<file path="src/rtl/cv_ctrl_quad.sv">
// rtl/cv_ctrl_quad.sv - ColecoVision controller interface, 1-4 ports, keypad/joystick select, quadrature spinner decoders
module cv_ctrl_quad #(
  parameter int NUM_PORTS = 2,
  parameter bit QUAD_EN   = 1'b1,
  parameter int COUNT_W   = 4,
  parameter int PSEL_W    = 2
) (
  input  logic                 clk_i,
  input  logic                 reset_i,
  input  logic                 clk_en_3m58_i,
  input  logic                 ctrl_en_key_n_i,
  input  logic                 ctrl_en_joy_n_i,
  input  logic [PSEL_W-1:0]    port_sel_i,
  input  logic                 rd_stb_i,
  input  logic [NUM_PORTS-1:0] ctrl_p1_i,
  input  logic [NUM_PORTS-1:0] ctrl_p2_i,
  input  logic [NUM_PORTS-1:0] ctrl_p3_i,
  input  logic [NUM_PORTS-1:0] ctrl_p4_i,
  input  logic [NUM_PORTS-1:0] ctrl_p6_i,
  input  logic [NUM_PORTS-1:0] ctrl_p7_i,
  input  logic [NUM_PORTS-1:0] ctrl_p9_i,
  input  logic [NUM_PORTS-1:0] quad_a_i,
  input  logic [NUM_PORTS-1:0] quad_b_i,
  output logic [NUM_PORTS-1:0] ctrl_p5_o,
  output logic [NUM_PORTS-1:0] ctrl_p8_o,
  output logic [7:0]           d_o,
  output logic                 int_n_o
);

  localparam int ACC_MAX = (1 << (COUNT_W - 1)) - 1;

  logic                 sel_q;
  logic [NUM_PORTS-1:0] qbit;
  logic                 unused_pins;

  // Pin 9 is wired through the connector but never appears on the data bus.
  assign unused_pins = ^ctrl_p9_i;

  always_ff @(posedge clk_i or posedge reset_i) begin
    if (reset_i) begin
      sel_q <= 1'b0;
    end else if (clk_en_3m58_i) begin
      if (!ctrl_en_key_n_i && ctrl_en_joy_n_i)
        sel_q <= 1'b0;
      else if (ctrl_en_key_n_i && !ctrl_en_joy_n_i)
        sel_q <= 1'b1;
    end
  end

  assign ctrl_p5_o = {NUM_PORTS{sel_q}};
  assign ctrl_p8_o = {NUM_PORTS{~sel_q}};

  always_comb begin
    d_o = 8'h7F;
    for (int i = 0; i < NUM_PORTS; i++) begin
      if (int'(port_sel_i) == i)
        d_o = {1'b0, ctrl_p6_i[i], ctrl_p7_i[i], qbit[i],
               ctrl_p3_i[i], ctrl_p2_i[i], ctrl_p4_i[i], ctrl_p1_i[i]};
    end
  end

  if (QUAD_EN) begin : g_quad
    logic [NUM_PORTS-1:0]      a_s1, a_s2, b_s1, b_s2, a_prev;
    logic                      armed;
    logic                      int_n_q;
    logic                      any_nz;
    logic signed [COUNT_W-1:0] acc     [NUM_PORTS];
    logic signed [COUNT_W-1:0] acc_nxt [NUM_PORTS];

    always_ff @(posedge clk_i or posedge reset_i) begin
      if (reset_i) begin
        a_s1 <= '0;
        a_s2 <= '0;
        b_s1 <= '0;
        b_s2 <= '0;
      end else begin
        a_s1 <= quad_a_i;
        a_s2 <= a_s1;
        b_s1 <= quad_b_i;
        b_s2 <= b_s1;
      end
    end

    // Step and read-consume combine arithmetically, then saturate symmetrically.
    always_comb begin
      int cur;
      int sum;
      cur = 0;
      sum = 0;
      for (int i = 0; i < NUM_PORTS; i++) begin
        cur = int'(acc[i]);
        sum = cur;
        if (armed && a_s2[i] && !a_prev[i])
          sum = b_s2[i] ? sum - 1 : sum + 1;
        if (rd_stb_i && int'(port_sel_i) == i) begin
          if (cur > 0)
            sum = sum - 1;
          else if (cur < 0)
            sum = sum + 1;
        end
        if (sum > ACC_MAX)
          sum = ACC_MAX;
        else if (sum < -ACC_MAX)
          sum = -ACC_MAX;
        acc_nxt[i] = COUNT_W'(sum);
      end
    end

    always_comb begin
      any_nz = 1'b0;
      for (int i = 0; i < NUM_PORTS; i++)
        if (acc[i] != '0)
          any_nz = 1'b1;
    end

    // The first enable after reset only captures A, so a level held through reset is not an edge.
    always_ff @(posedge clk_i or posedge reset_i) begin
      if (reset_i) begin
        a_prev  <= '0;
        armed   <= 1'b0;
        int_n_q <= 1'b1;
        for (int i = 0; i < NUM_PORTS; i++)
          acc[i] <= '0;
      end else if (clk_en_3m58_i) begin
        a_prev  <= a_s2;
        armed   <= 1'b1;
        int_n_q <= ~any_nz;
        for (int i = 0; i < NUM_PORTS; i++)
          acc[i] <= acc_nxt[i];
      end
    end

    for (genvar g = 0; g < NUM_PORTS; g++) begin : g_qbit
      assign qbit[g] = ~acc[g][COUNT_W-1];
    end

    assign int_n_o = int_n_q;
  end else begin : g_noquad
    logic unused_quad;
    assign unused_quad = ^{quad_a_i, quad_b_i, rd_stb_i};
    assign qbit        = '1;
    assign int_n_o     = 1'b1;
  end

endmodule

</file>
<file path="config.mk">
export PLATFORM = sky130hd
export DESIGN_NAME = cv_ctrl_quad
export DESIGN_NICKNAME = d
export VERILOG_FILES = /design/src/rtl/cv_ctrl_quad.sv
export SDC_FILE = /design/constraint.sdc
export NUM_CORES = 1
export LEC_CHECK = 0
export CAP_MARGIN = 30
export CORE_ASPECT_RATIO = 2
export CORE_MARGIN = 5
export CORE_UTILIZATION = 53
export CTS_CLUSTER_SIZE = 30
export DETAILED_ROUTE_END_ITERATION = 10
export PLACE_DENSITY_LB_ADDON = 0.3
export SYNTH_ARGS = -nofsm -noshare
export SYNTH_HDL_FRONTEND = slang
export SYNTH_SLANG_ARGS = --single-unit
</file>
<file path="constraint.sdc">
create_clock -name clk_i -period 4.7 [get_ports clk_i]
set_input_delay 0.94 -clock clk_i [delete_from_list [all_inputs] [get_ports clk_i]]
set_output_delay 0.94 -clock clk_i [all_outputs]
set_load 0.05 [all_outputs]
</file>
==> impl_results.md <==
* Post-Synth Adder-Cell Area at between 10% and 20%
* Die H at between 100 and 150 um
* Critical path arrival at about 4400 ps
* Reg2reg setup slack at about 460 ps
* Post-cts resize count at 0
* Half-perimeter wire length after placement at 6.23 mm
* Die Wd at roughly 61 um
* Fmax at between 200 and 250 MHz
* Synth Area in Compound Gates at 25.0%
* Dpl ws at 540 ps
* Setup bufs post-CTS at 0
* R2R Path End: g_quad.acc[4]
* Share of the synthesized area in the top cell type at roughly 18%
* Largest net degree at the start of global routing at 31
* Post-DR vias/cell at between 6 and 7
* Hold buffer count at cts at 0
* Final slew viol count at 0
* Most used cell along the critical path: a22oi_1
* Total gr overflow at 0
* Critical Path, Cell by Cell: inv_1 > fa_1 > nand2b_1 > a31o_2 > nor3_1 > a22oi_1 > ha_1 > or4b_2 > o21ai_0 > nand2_1 > o311ai_0 > a22oi_1 > o21ai_1 > o211a_1 > a21oi_1
* Hold Crit Class: register to register
* Core region area at roughly 5100 um2
* Setup violators final at 0
* CP startpoint: g_quad.acc[5]
* First-pass GRT wire length at between 10 and 15 mm
* Share of layout cells above drive strength 1 at under 10%
* Inserted Diodes at 0
* Min cycle time layout at roughly 4200 ps
* Yosys warning count at 0
* Max FO, Critical Path at 8
* Crit path capture: g_quad.acc[4]
* Initial antenna violation count at 0
* Via count at 2752
* Root Driver: clkbuf_8
* Synth Area in Simple Gates at between 20% and 30%
* Initial Util at roughly 54%
* Post-synth ARST share at between 90% and 100%
* Slew headroom at between 40% and 50%
* Initial drt markers at approximately 210
* Post-route clock period utilization at between 90% and 100%
* Crit path launch type: register
* Max-Cap Viols at 0
* Worst Path Required at 4840 ps
* CP max-delay cell: or4b_2
* Port bufs at 35
* Seq/Total Area, Yosys at between 10% and 20%
* Largest family of logic cells by synthesized area: simple AND/OR/NAND/NOR gates
* Worst slew pin tran at just under 900 ps
* GRT Total Usage at 23.5%
* CTS Buf Count at 3
* Yosys cell types at 73
* Mapped Cells at between 300 and 400
* Clock sink total at 21
* First-pass iteration count of the detailed router at 5
* DRT antenna net count at 0
* Final Skew at 1.66 ps
* Die ar. at roughly 6800 um2
* CTS tree: done
* WL final at 7.69 mm
* Synth area leaders: dfrtp_1 (18%), ha_1 (14%), nor2_1 (3.6%), a21oi_1 (3.3%), a22oi_1 (3.0%)
* Clock Tree Buf Depth at 2
* I/O Pins at 39
* Primary FF master, synth: dfrtp_1
* R2R Path Start: g_quad.acc[5]
* Final setup margin at ~460 ps
* Vias in the first global route at approximately 2700
* Synthesized area at around 2700 um2
* Leak at around 1.3 nW
* Mux cell area share after synthesis at 2.75%
* Clock Pin Slew Worst Setup and Hold Paths at about 80 ps
* Synth area leader: dfrtp_1
* Most frequent cells in the layout: clkdlybuf4s50_1 (35), ha_1 (31), nor2_1 (26), nand2_1 (20), dfrtp_1 (20)
* Max incr delay on CP at approximately 620 ps
* Layout fillers at 486
* Worst Setup Path Type: register to register
* HP Start: g_quad.b_s1[0]
* Clock latency on the worst-skew pair at 260 ps
* Drc violations at 0
* Post-Syn Area per Cell at 8.10 um2
* Cell Pwr Density at around 430 nW/um2
* Worst VDD drop at between 200 and 250 uV
* Most common library cell in the layout ignoring fill and taps: clkdlybuf4s50_1
* H-Tree Depth at 1
* RSZ-0062 raised after global routing: no
* Routability Congestion at approximately 1
* P&R area growth vs syn at 15.2%
* Crit end category: register
* Setup TNS at 0 ps
* Num rows at 37
* Syn Nets at just under 400
* Seq cells post-synth at 21
* Number of enable flip-flop cells after synthesis at 0
* R2R depth at 15
* Final number of hold-violating endpoints at 0
* Wirelength per Cell at between 15 and 20 um
* WHS Path Cells at 0
* Post-layout net count at about 420
* Run status: finished, final reports clean
* XOR/XNOR share of the synthesized area at 4.12%
-- flip-flops by register name (all words and copies together) (netlist names), 2 cells and up --
signal,flops
g_quad.$12.cur,4
g_quad.acc,4
g_quad.a_prev,2
g_quad.a_s1,2
g_quad.a_s2,2
g_quad.b_s1,2
g_quad.b_s2,2
-- Yosys cell counts (9+ instances only) --
library cell,instances
nand3_1,9
inv_1,17
nand2_1,20
dfrtp_1,20
buf_2,9
a21oi_1,18
o21ai_0,13
nand4_1,13
a22oi_1,11
a211o_1,9
nor2b_1,9
nor2_1,26
ha_1,31
-- metal layers --
layer	vias up	part of all wire, %	global-route usage [%]	wire length [um]
li1	1325	-	-	-
met1	1310	34	22.6	2590
met2	79	58	44.2	4430
met3	38	1.9	1.51	145
met4	0	6.8	14.6	521
met5	-	0	0	0
-- through the flow --
stage	utilization, %	power (W)	instance area [um2]	hold slack [ps]	instances
floorplan	-	0.000995	2730	331	337
global placement	60.8	0.00120	3100	334	417
detailed placement	60.8	0.00123	3100	336	417
CTS	61.8	0.00136	3150	354	421
global route	61.8	0.00149	3150	368	421
finish	61.8	0.00137	3150	350	421
-- power by group --
group | switching [W] | internal (W) | total, W | leakage, nW
sequential | 0.0000476 | 0.000212 | 0.000260 | 0.231
combinational | 0.000594 | 0.000394 | 0.000988 | 1.02
clock | 0.0000589 | 0.0000598 | 0.000119 | 0.0217
-- cells by family after synthesis --
logic type               after synthesis
multiplexers                           6
buffers and inverters                 38
AND/OR/NAND/NOR                      129
flip-flops                            21
other                                  1
XOR/XNOR                              12
adder cells (fa/ha/maj)               33
AO/OA/AOI/OAI                         97
-- worst min-delay path by stage --
stage	end	slack [ps]
floorplan	g_quad.a_s2[0]	330
global placement	g_quad.b_s2[1]	330
detailed placement	g_quad.b_s2[1]	340
CTS	g_quad.b_s2[1]	350
global route	g_quad.a_s2[1]	370
finish	g_quad.b_s2[0]	350
-- final cells by class --
type                       instances  area (um2)  area share (%)
clock inverter                     1        7.51           0.239
clock buffer                       3        41.3            1.31
inverter                          18        67.6            2.15
tap                               58        72.6            2.31
timing repair buffer              42         403            12.8
multi-input combinational        278        2030            64.5
sequential                        21         527            16.7
-- critical path, delay by kind of cell, from the launching register on --
family | cells | cell delay (ps)
flip-flops | 1 | 510
AND/OR/NAND/NOR | 4 | 1320
buffers and inverters | 1 | 90
adder cells (fa/ha/maj) | 2 | 710
AO/OA/AOI/OAI | 8 | 1470
Note: power is estimated with default switching activity, not from simulation.
